[config.mk]
export PLATFORM = sky130hd
export DESIGN_NAME = rs232_avm_uart
export DESIGN_NICKNAME = d
export VERILOG_FILES = /design/src/rtl/rs232_avm_uart.sv
export SDC_FILE = /design/constraint.sdc
export NUM_CORES = 1
export LEC_CHECK = 0
export BUFFER_PORTS_ARGS = -buffer_cell sky130_fd_sc_hd__buf_2
export CAP_MARGIN = 15
export CORE_MARGIN = 3
export CORE_UTILIZATION = 30
export DETAILED_ROUTE_END_ITERATION = 8
export PLACE_DENSITY = 0.47
export SLEW_MARGIN = 20
export SYNTH_ARGS = -nofsm -noshare
export SYNTH_HDL_FRONTEND = slang
export SYNTH_SLANG_ARGS = --single-unit
export TNS_END_PERCENT = 1
[constraint.sdc]
create_clock -name avm_clk -period 3.6 [get_ports avm_clk]
set_input_delay 0.36 -clock avm_clk [delete_from_list [all_inputs] [get_ports avm_clk]]
set_output_delay 0.36 -clock avm_clk [all_outputs]
set_load 0.02 [all_outputs]
[src/rtl/rs232_avm_uart.sv]
// rtl/rs232_avm_uart.sv - Avalon-MM slave 8N1 UART with RX, TX and STATUS registers
module rs232_avm_uart #(
  parameter int CLKS_PER_BIT = 434,
  parameter int ADDR_W       = 5
) (
  input  logic              avm_clk,
  input  logic              avm_rst,
  input  logic [ADDR_W-1:0] avs_address,
  input  logic              avs_read,
  output logic [31:0]       avs_readdata,
  input  logic              avs_write,
  input  logic [31:0]       avs_writedata,
  output logic              avs_waitrequest,
  input  logic              uart_rxd,
  output logic              uart_txd
);

  localparam int CNT_W = $clog2(CLKS_PER_BIT);
  localparam logic [CNT_W-1:0] CNT_MAX  = CNT_W'(CLKS_PER_BIT - 1);
  localparam logic [CNT_W-1:0] CNT_HALF = CNT_W'(CLKS_PER_BIT / 2 - 1);

  localparam logic [ADDR_W-1:0] ADDR_RX   = ADDR_W'(0);
  localparam logic [ADDR_W-1:0] ADDR_TX   = ADDR_W'(4);
  localparam logic [ADDR_W-1:0] ADDR_STAT = ADDR_W'(8);

  typedef enum logic [2:0] {
    RX_IDLE  = 3'd0,
    RX_START = 3'd1,
    RX_DATA  = 3'd2,
    RX_STOP  = 3'd3,
    RX_BREAK = 3'd4
  } rx_state_t;

  typedef enum logic [1:0] {
    TX_IDLE  = 2'd0,
    TX_START = 2'd1,
    TX_DATA  = 2'd2,
    TX_STOP  = 2'd3
  } tx_state_t;

  // Only the low byte of a write carries data.
  logic unused_wdata;
  assign unused_wdata = ^avs_writedata[31:8];

  // ---------------------------------------------------------------
  // Bus interface: every transfer takes exactly one wait state
  // ---------------------------------------------------------------
  logic        ack_r;
  logic        bus_req;
  logic        rd_done;
  logic        wr_done;
  logic        rx_rd_done;
  logic        tx_start;
  logic [31:0] rd_mux;

  logic [7:0]  rx_data;
  logic        rx_ready;
  logic        overrun;
  logic        tx_ready;

  assign bus_req         = avs_read | avs_write;
  assign avs_waitrequest = bus_req & ~ack_r;
  assign rd_done         = avs_read & ack_r;
  assign wr_done         = avs_write & ack_r;
  assign rx_rd_done      = rd_done & (avs_address == ADDR_RX);
  assign tx_start        = wr_done & (avs_address == ADDR_TX) & tx_ready;

  // Alternates the acknowledge so a held request completes every other cycle
  always_ff @(posedge avm_clk or posedge avm_rst) begin
    if (avm_rst) ack_r <= 1'b0;
    else         ack_r <= bus_req & ~ack_r;
  end

  // Register map decode for reads
  always_comb begin
    rd_mux = '0;
    if (avs_address == ADDR_RX)
      rd_mux = {24'b0, rx_data};
    else if (avs_address == ADDR_STAT)
      rd_mux = {23'b0, overrun, rx_ready, tx_ready, 6'b0};
  end

  // Read data is captured in the wait cycle so it is valid only in the completion cycle
  always_ff @(posedge avm_clk or posedge avm_rst) begin
    if (avm_rst)                   avs_readdata <= '0;
    else if (avs_read & ~ack_r)    avs_readdata <= rd_mux;
    else                           avs_readdata <= '0;
  end

  // ---------------------------------------------------------------
  // RX path
  // ---------------------------------------------------------------
  logic             rx_meta;
  logic             rx_sync;
  logic             rx_prev;
  logic             rx_fall;
  rx_state_t        rx_state;
  rx_state_t        rx_next;
  logic [CNT_W-1:0] rx_cnt;
  logic [2:0]       rx_bit;
  logic [7:0]       rx_shift;
  logic             rx_tick;
  logic             rx_half;
  logic             rx_cnt_clr;
  logic             rx_bit_clr;
  logic             rx_shift_en;
  logic             rx_done;

  assign rx_fall = rx_prev & ~rx_sync;
  assign rx_tick = (rx_cnt == CNT_MAX);
  assign rx_half = (rx_cnt == CNT_HALF);

  // Two-flop synchroniser plus a delayed copy for falling-edge detection
  always_ff @(posedge avm_clk or posedge avm_rst) begin
    if (avm_rst) begin
      rx_meta <= 1'b1;
      rx_sync <= 1'b1;
      rx_prev <= 1'b1;
    end else begin
      rx_meta <= uart_rxd;
      rx_sync <= rx_meta;
      rx_prev <= rx_sync;
    end
  end

  // RX state register
  always_ff @(posedge avm_clk or posedge avm_rst) begin
    if (avm_rst) rx_state <= RX_IDLE;
    else         rx_state <= rx_next;
  end

  // RX next-state logic; a framing error parks in BREAK until the line returns high
  always_comb begin
    rx_next = rx_state;
    case (rx_state)
      RX_IDLE:  if (rx_fall) rx_next = RX_START;
      RX_START: if (rx_half) rx_next = rx_sync ? RX_IDLE : RX_DATA;
      RX_DATA:  if (rx_tick && (rx_bit == 3'd7)) rx_next = RX_STOP;
      RX_STOP:  if (rx_tick) rx_next = rx_sync ? RX_IDLE : RX_BREAK;
      RX_BREAK: if (rx_sync) rx_next = RX_IDLE;
      default:  rx_next = RX_IDLE;
    endcase
  end

  // RX control strobes decoded from the current state and baud counter
  always_comb begin
    rx_cnt_clr  = 1'b1;
    rx_bit_clr  = 1'b0;
    rx_shift_en = 1'b0;
    rx_done     = 1'b0;
    case (rx_state)
      RX_IDLE:  rx_bit_clr = rx_fall;
      RX_START: rx_cnt_clr = rx_half;
      RX_DATA: begin
        rx_cnt_clr  = rx_tick;
        rx_shift_en = rx_tick;
      end
      RX_STOP: begin
        rx_cnt_clr = rx_tick;
        rx_done    = rx_tick & rx_sync;
      end
      default: rx_cnt_clr = 1'b1;
    endcase
  end

  // RX baud counter, bit counter and LSB-first shift register
  always_ff @(posedge avm_clk or posedge avm_rst) begin
    if (avm_rst) begin
      rx_cnt   <= '0;
      rx_bit   <= '0;
      rx_shift <= '0;
    end else begin
      if (rx_cnt_clr) rx_cnt <= '0;
      else            rx_cnt <= rx_cnt + CNT_W'(1);
      if (rx_bit_clr)       rx_bit <= '0;
      else if (rx_shift_en) rx_bit <= rx_bit + 3'd1;
      if (rx_shift_en) rx_shift <= {rx_sync, rx_shift[7:1]};
    end
  end

  // RX holding register and flags; a byte landing with a read completion wins
  always_ff @(posedge avm_clk or posedge avm_rst) begin
    if (avm_rst) begin
      rx_data  <= '0;
      rx_ready <= 1'b0;
      overrun  <= 1'b0;
    end else begin
      if (rx_done) begin
        rx_data  <= rx_shift;
        rx_ready <= 1'b1;
      end else if (rx_rd_done) begin
        rx_ready <= 1'b0;
      end
      if (rx_rd_done)               overrun <= 1'b0;
      else if (rx_done && rx_ready) overrun <= 1'b1;
    end
  end

  // ---------------------------------------------------------------
  // TX path
  // ---------------------------------------------------------------
  tx_state_t        tx_state;
  tx_state_t        tx_next;
  logic [CNT_W-1:0] tx_cnt;
  logic [2:0]       tx_bit;
  logic [7:0]       tx_shift;
  logic             tx_tick;
  logic             tx_cnt_clr;
  logic             tx_shift_en;
  logic             tx_frame_end;

  assign tx_tick = (tx_cnt == CNT_MAX);

  // TX state register
  always_ff @(posedge avm_clk or posedge avm_rst) begin
    if (avm_rst) tx_state <= TX_IDLE;
    else         tx_state <= tx_next;
  end

  // TX next-state logic; every state is held for whole bit periods
  always_comb begin
    tx_next = tx_state;
    case (tx_state)
      TX_IDLE:  if (tx_start) tx_next = TX_START;
      TX_START: if (tx_tick) tx_next = TX_DATA;
      TX_DATA:  if (tx_tick && (tx_bit == 3'd7)) tx_next = TX_STOP;
      TX_STOP:  if (tx_tick) tx_next = TX_IDLE;
      default:  tx_next = TX_IDLE;
    endcase
  end

  // TX line level and control strobes decoded from the current state
  always_comb begin
    uart_txd     = 1'b1;
    tx_cnt_clr   = 1'b1;
    tx_shift_en  = 1'b0;
    tx_frame_end = 1'b0;
    case (tx_state)
      TX_START: begin
        uart_txd   = 1'b0;
        tx_cnt_clr = tx_tick;
      end
      TX_DATA: begin
        uart_txd    = tx_shift[0];
        tx_cnt_clr  = tx_tick;
        tx_shift_en = tx_tick;
      end
      TX_STOP: begin
        uart_txd     = 1'b1;
        tx_cnt_clr   = tx_tick;
        tx_frame_end = tx_tick;
      end
      default: uart_txd = 1'b1;
    endcase
  end

  // TX baud counter, bit counter, shift register and ready flag
  always_ff @(posedge avm_clk or posedge avm_rst) begin
    if (avm_rst) begin
      tx_cnt   <= '0;
      tx_bit   <= '0;
      tx_shift <= '0;
      tx_ready <= 1'b1;
    end else begin
      if (tx_cnt_clr) tx_cnt <= '0;
      else            tx_cnt <= tx_cnt + CNT_W'(1);
      if (tx_start)         tx_bit <= '0;
      else if (tx_shift_en) tx_bit <= tx_bit + 3'd1;
      if (tx_start)         tx_shift <= avs_writedata[7:0];
      else if (tx_shift_en) tx_shift <= {1'b1, tx_shift[7:1]};
      if (tx_start)          tx_ready <= 1'b0;
      else if (tx_frame_end) tx_ready <= 1'b1;
    end
  end

endmodule

==> flow_metrics.env <==
export IMPL_status="completed"
export IMPL_ys_types=45
export IMPL_finish_utilization_pct=35.8
export IMPL_cp_arrival_ps=2330
export IMPL_cts_htree_levels=3
export IMPL_ys_top_cells_by_area="dfrtp_1, mux2_2, ha_1"
export IMPL_drive_gt1_share_pct=22.8
export IMPL_synthSimpleGateAreaFrac_pct=16.5
export IMPL_register_area_mm2=0.00173
export IMPL_fin_area_mm2=0.00378
export IMPL_synth_compound_area_share_pct=4.86
export IMPL_post_cts_repair_setup_buffers=0
export IMPL_cts_path_max_buffers=2
export IMPL_antenna_found_initial=0
export IMPL_grt_pass1_wl_mm=9.96
export IMPL_fp_dieArea_mm2=0.0124
export IMPL_ctsHoldBuffers=0
export IMPL_final_nets=385
export IMPL_cts_made_buffers=9
export IMPL_ant_nets=0
export IMPL_drc=0
export IMPL_fin_crit_ps=2110
export IMPL_antenna_cells=0
export IMPL_power_share_sequential_pct=47.4
export IMPL_portBuffers=28
export IMPL_rsz0062_at_grt="false"
export IMPL_synth_top_area_share_pct=49.0
export IMPL_track_usage_pct=10.0
export IMPL_post_place_cells=454
export IMPL_hold_path_class="in -> reg"
export IMPL_worstRegToRegCells=5
export IMPL_post_dp_cell_area_mm2=0.00354
export IMPL_endpoint_kind="flop"
export IMPL_fmaxAchievable_mhz=474
export IMPL_finalHoldViolCount=0
export IMPL_top_layer="met4"
export IMPL_synth_main_ff_cell="dfrtp_1"
export IMPL_core_area_mm2=0.0106
export IMPL_cap_violations=0
export IMPL_ys_seq_area_share_pct=52.2
export IMPL_final_max_slew_viol_count=0
export IMPL_layout_commonest_cell="dfrtp_1"
export IMPL_setup_violations=0
export IMPL_ir_worst_vdd_v=0.000237
export IMPL_critical_path_class="reg -> reg"
export IMPL_crit_path_start_kind="flop"
export IMPL_final_cell_mix="dfrtp_1, nor2_1, buf_2"
export IMPL_viasPerCell=4.39
export IMPL_switching_share_pct=26.8
export IMPL_whs_ps=124
export IMPL_wl_met1_mm=2.85
export IMPL_wl_met3_um=282
export IMPL_worst_pin_slew_ps=985
export IMPL_synth_warnings=0
export IMPL_tns_ps=0
export IMPL_drt_iter0_drc=82
export IMPL_crit_fanout=10
export IMPL_stdcell_count=470
export IMPL_wl_per_cell_um=12.3
export IMPL_async_flop_share_pct=100
export IMPL_worst_skew_pair_late_latency_ps=340
export IMPL_cts_resized_gates=0
export IMPL_clock_root_buffer="clkbuf_8"
export IMPL_cts_sinks=69
export IMPL_area_delta_synth_final_pct=13.9
export IMPL_num_rows=37
export IMPL_p_int_mw=1.39
export IMPL_max_slew_margin_rel_pct=34.0
export IMPL_cellPowerDensity_mw_per_mm2=503
export IMPL_synthAdderAreaFrac_pct=5.28
export IMPL_io_pins=76
export IMPL_place_congestion=0.763
export IMPL_route_met2_wl_mm=2.59
export IMPL_vias=2061
export IMPL_required_ps=3820
export IMPL_skew_ps=10.8
export IMPL_grt_start_max_net_pins=41
export IMPL_synthMuxAreaShare_pct=10.4
export IMPL_die_y_um=111
export IMPL_synth_top_family_by_area="simple AND/OR/NAND/NOR gates"
export IMPL_grt_overflow=0
export IMPL_p_sw_mw=0.509
export IMPL_hold_depth=1
export IMPL_drt_pre_antenna_iters=5
export IMPL_multi_input_area_mm2=0.00144
export IMPL_wirelength_mm=5.79
export IMPL_netlist_area_mm2=0.00332
export IMPL_cts_tree="yes"
export IMPL_initial_core_util_pct=31.4
export IMPL_combPwrFrac_pct=13.0
export IMPL_p_leak_nw=1.84
export IMPL_synth_area_per_cell_um2=11.3
export IMPL_synth_edf_count=0
export IMPL_synth_cells=293
export IMPL_path_clk_slew_ps=70
export IMPL_dp_hpwl_mm=4.10
export IMPL_die_x_um=111
export IMPL_min_period_over_period_pct=58.6
export IMPL_grt_pass1_vias=2010
export IMPL_pwr_share_clk_pct=39.6
export IMPL_yosysTopAreaCell="dfrtp_1"
export IMPL_ys_ff_latch=69
export IMPL_nFillCells=1069
export IMPL_yosys_area_share_xor_xnor_pct=3.70
==> synthesized netlist by cell type (2+ instances only) <==
library cell	n
dfrtp_1	65
nor2_1	32
buf_4	23
nand2_1	17
o21ai_0	17
mux2_2	16
mux2i_1	15
ha_1	14
inv_1	10
nand3_1	10
xor2_1	10
and2_1	8
a21oi_1	4
dfstp_2	4
xnor2_1	4
clkbuf_1	3
nand2b_1	3
nand4_1	3
and4b_1	2
buf_2	2
nand4b_1	2
nand4bb_1	2
nor3_1	2
nor4bb_1	2
or3_1	2
or4b_2	2
==> power groups by stage <==
stage / Combinational [mW] / Sequential (mW) / Clock, mW
6_report: 0.247 / 0.901 / 0.753
5_1_grt: 0.289 / 0.913 / 0.818
4_1_cts: 0.253 / 0.902 / 0.784
3_5_place_dp: 0.250 / 0.917 / 0
3_3_place_gp: 0.250 / 0.918 / 0
2_1_floorplan: 0.231 / 0.890 / 0
==> stage by stage <==
stage / power [mW] / worst slack (ps)
2_1_floorplan: 1.12 / 1510
3_3_place_gp: 1.17 / 1450
3_5_place_dp: 1.17 / 1490
4_1_cts: 1.94 / 1420
5_1_grt: 2.02 / 1350
6_report: 1.90 / 1490
==> sequential cells by signal (all words and copies together) (netlist names) <==
signal / flops
ack_r: 1
avs_readdata: 9
overrun: 1
rx_bit: 3
rx_cnt: 9
rx_data: 8
rx_meta: 1
rx_prev: 1
rx_ready: 1
rx_shift: 8
rx_state: 3
rx_sync: 1
tx_bit: 3
tx_cnt: 9
tx_ready: 1
tx_shift: 8
tx_state: 2
==> path summary, 6_finish.rpt <==
check	start	to	slack [ps]
max in group asynchronous	avm_rst	tx_ready$_DFFE_PP1P_	2600
setup reg to reg	rx_cnt[1]$_DFF_PP0_	rx_data[5]$_DFFE_PP0P_	1490
setup / recovery	rx_cnt[1]$_DFF_PP0_	rx_data[5]$_DFFE_PP0P_	1490
min in group asynchronous	avm_rst	tx_cnt[8]$_DFF_PP0_	190
hold / removal	uart_rxd	rx_meta$_DFF_PP1_	120
hold reg to reg	rx_meta$_DFF_PP1_	rx_sync$_DFF_PP1_	360
==> cells by family (layout without fill, tap and decap cells) <==
group | after synthesis | after routing
AND/OR/NAND/NOR | 97 | 97
flip-flops | 69 | 69
buffers and inverters | 38 | 57
multiplexers | 32 | 32
AO/OA/AOI/OAI | 28 | 28
adder cells (fa/ha/maj) | 14 | 14
XOR/XNOR | 14 | 14
other | 1 | 23
==> critical path: stages, from the launching register on <==
cell and delay, ps:
dfrtp_1 420, inv_1 100, ha_1 140, nand4bb_1 220
nor4_4 700, mux2_2 410
==> cell type report <==
| cell class | instances | share of cell area (%) |
|---|---|---|
| well taps | 136 | 4.50 |
| inverters | 10 | 0.993 |
| multi-input cells | 208 | 38.0 |
| repair buffers | 31 | 4.30 |
| clock buffers | 10 | 3.38 |
| clock inverters | 6 | 2.95 |
| flip-flops and latches | 69 | 45.8 |
==> metal layers <==
metal | GRT usage, % | vias up
met5 | 0 | -
li1 | - | 1027
met4 | 3.16 | 0
met1 | 13.2 | 990
met3 | 3.82 | 6
met2 | 15.3 | 38
(Power assumes the default switching activity.)
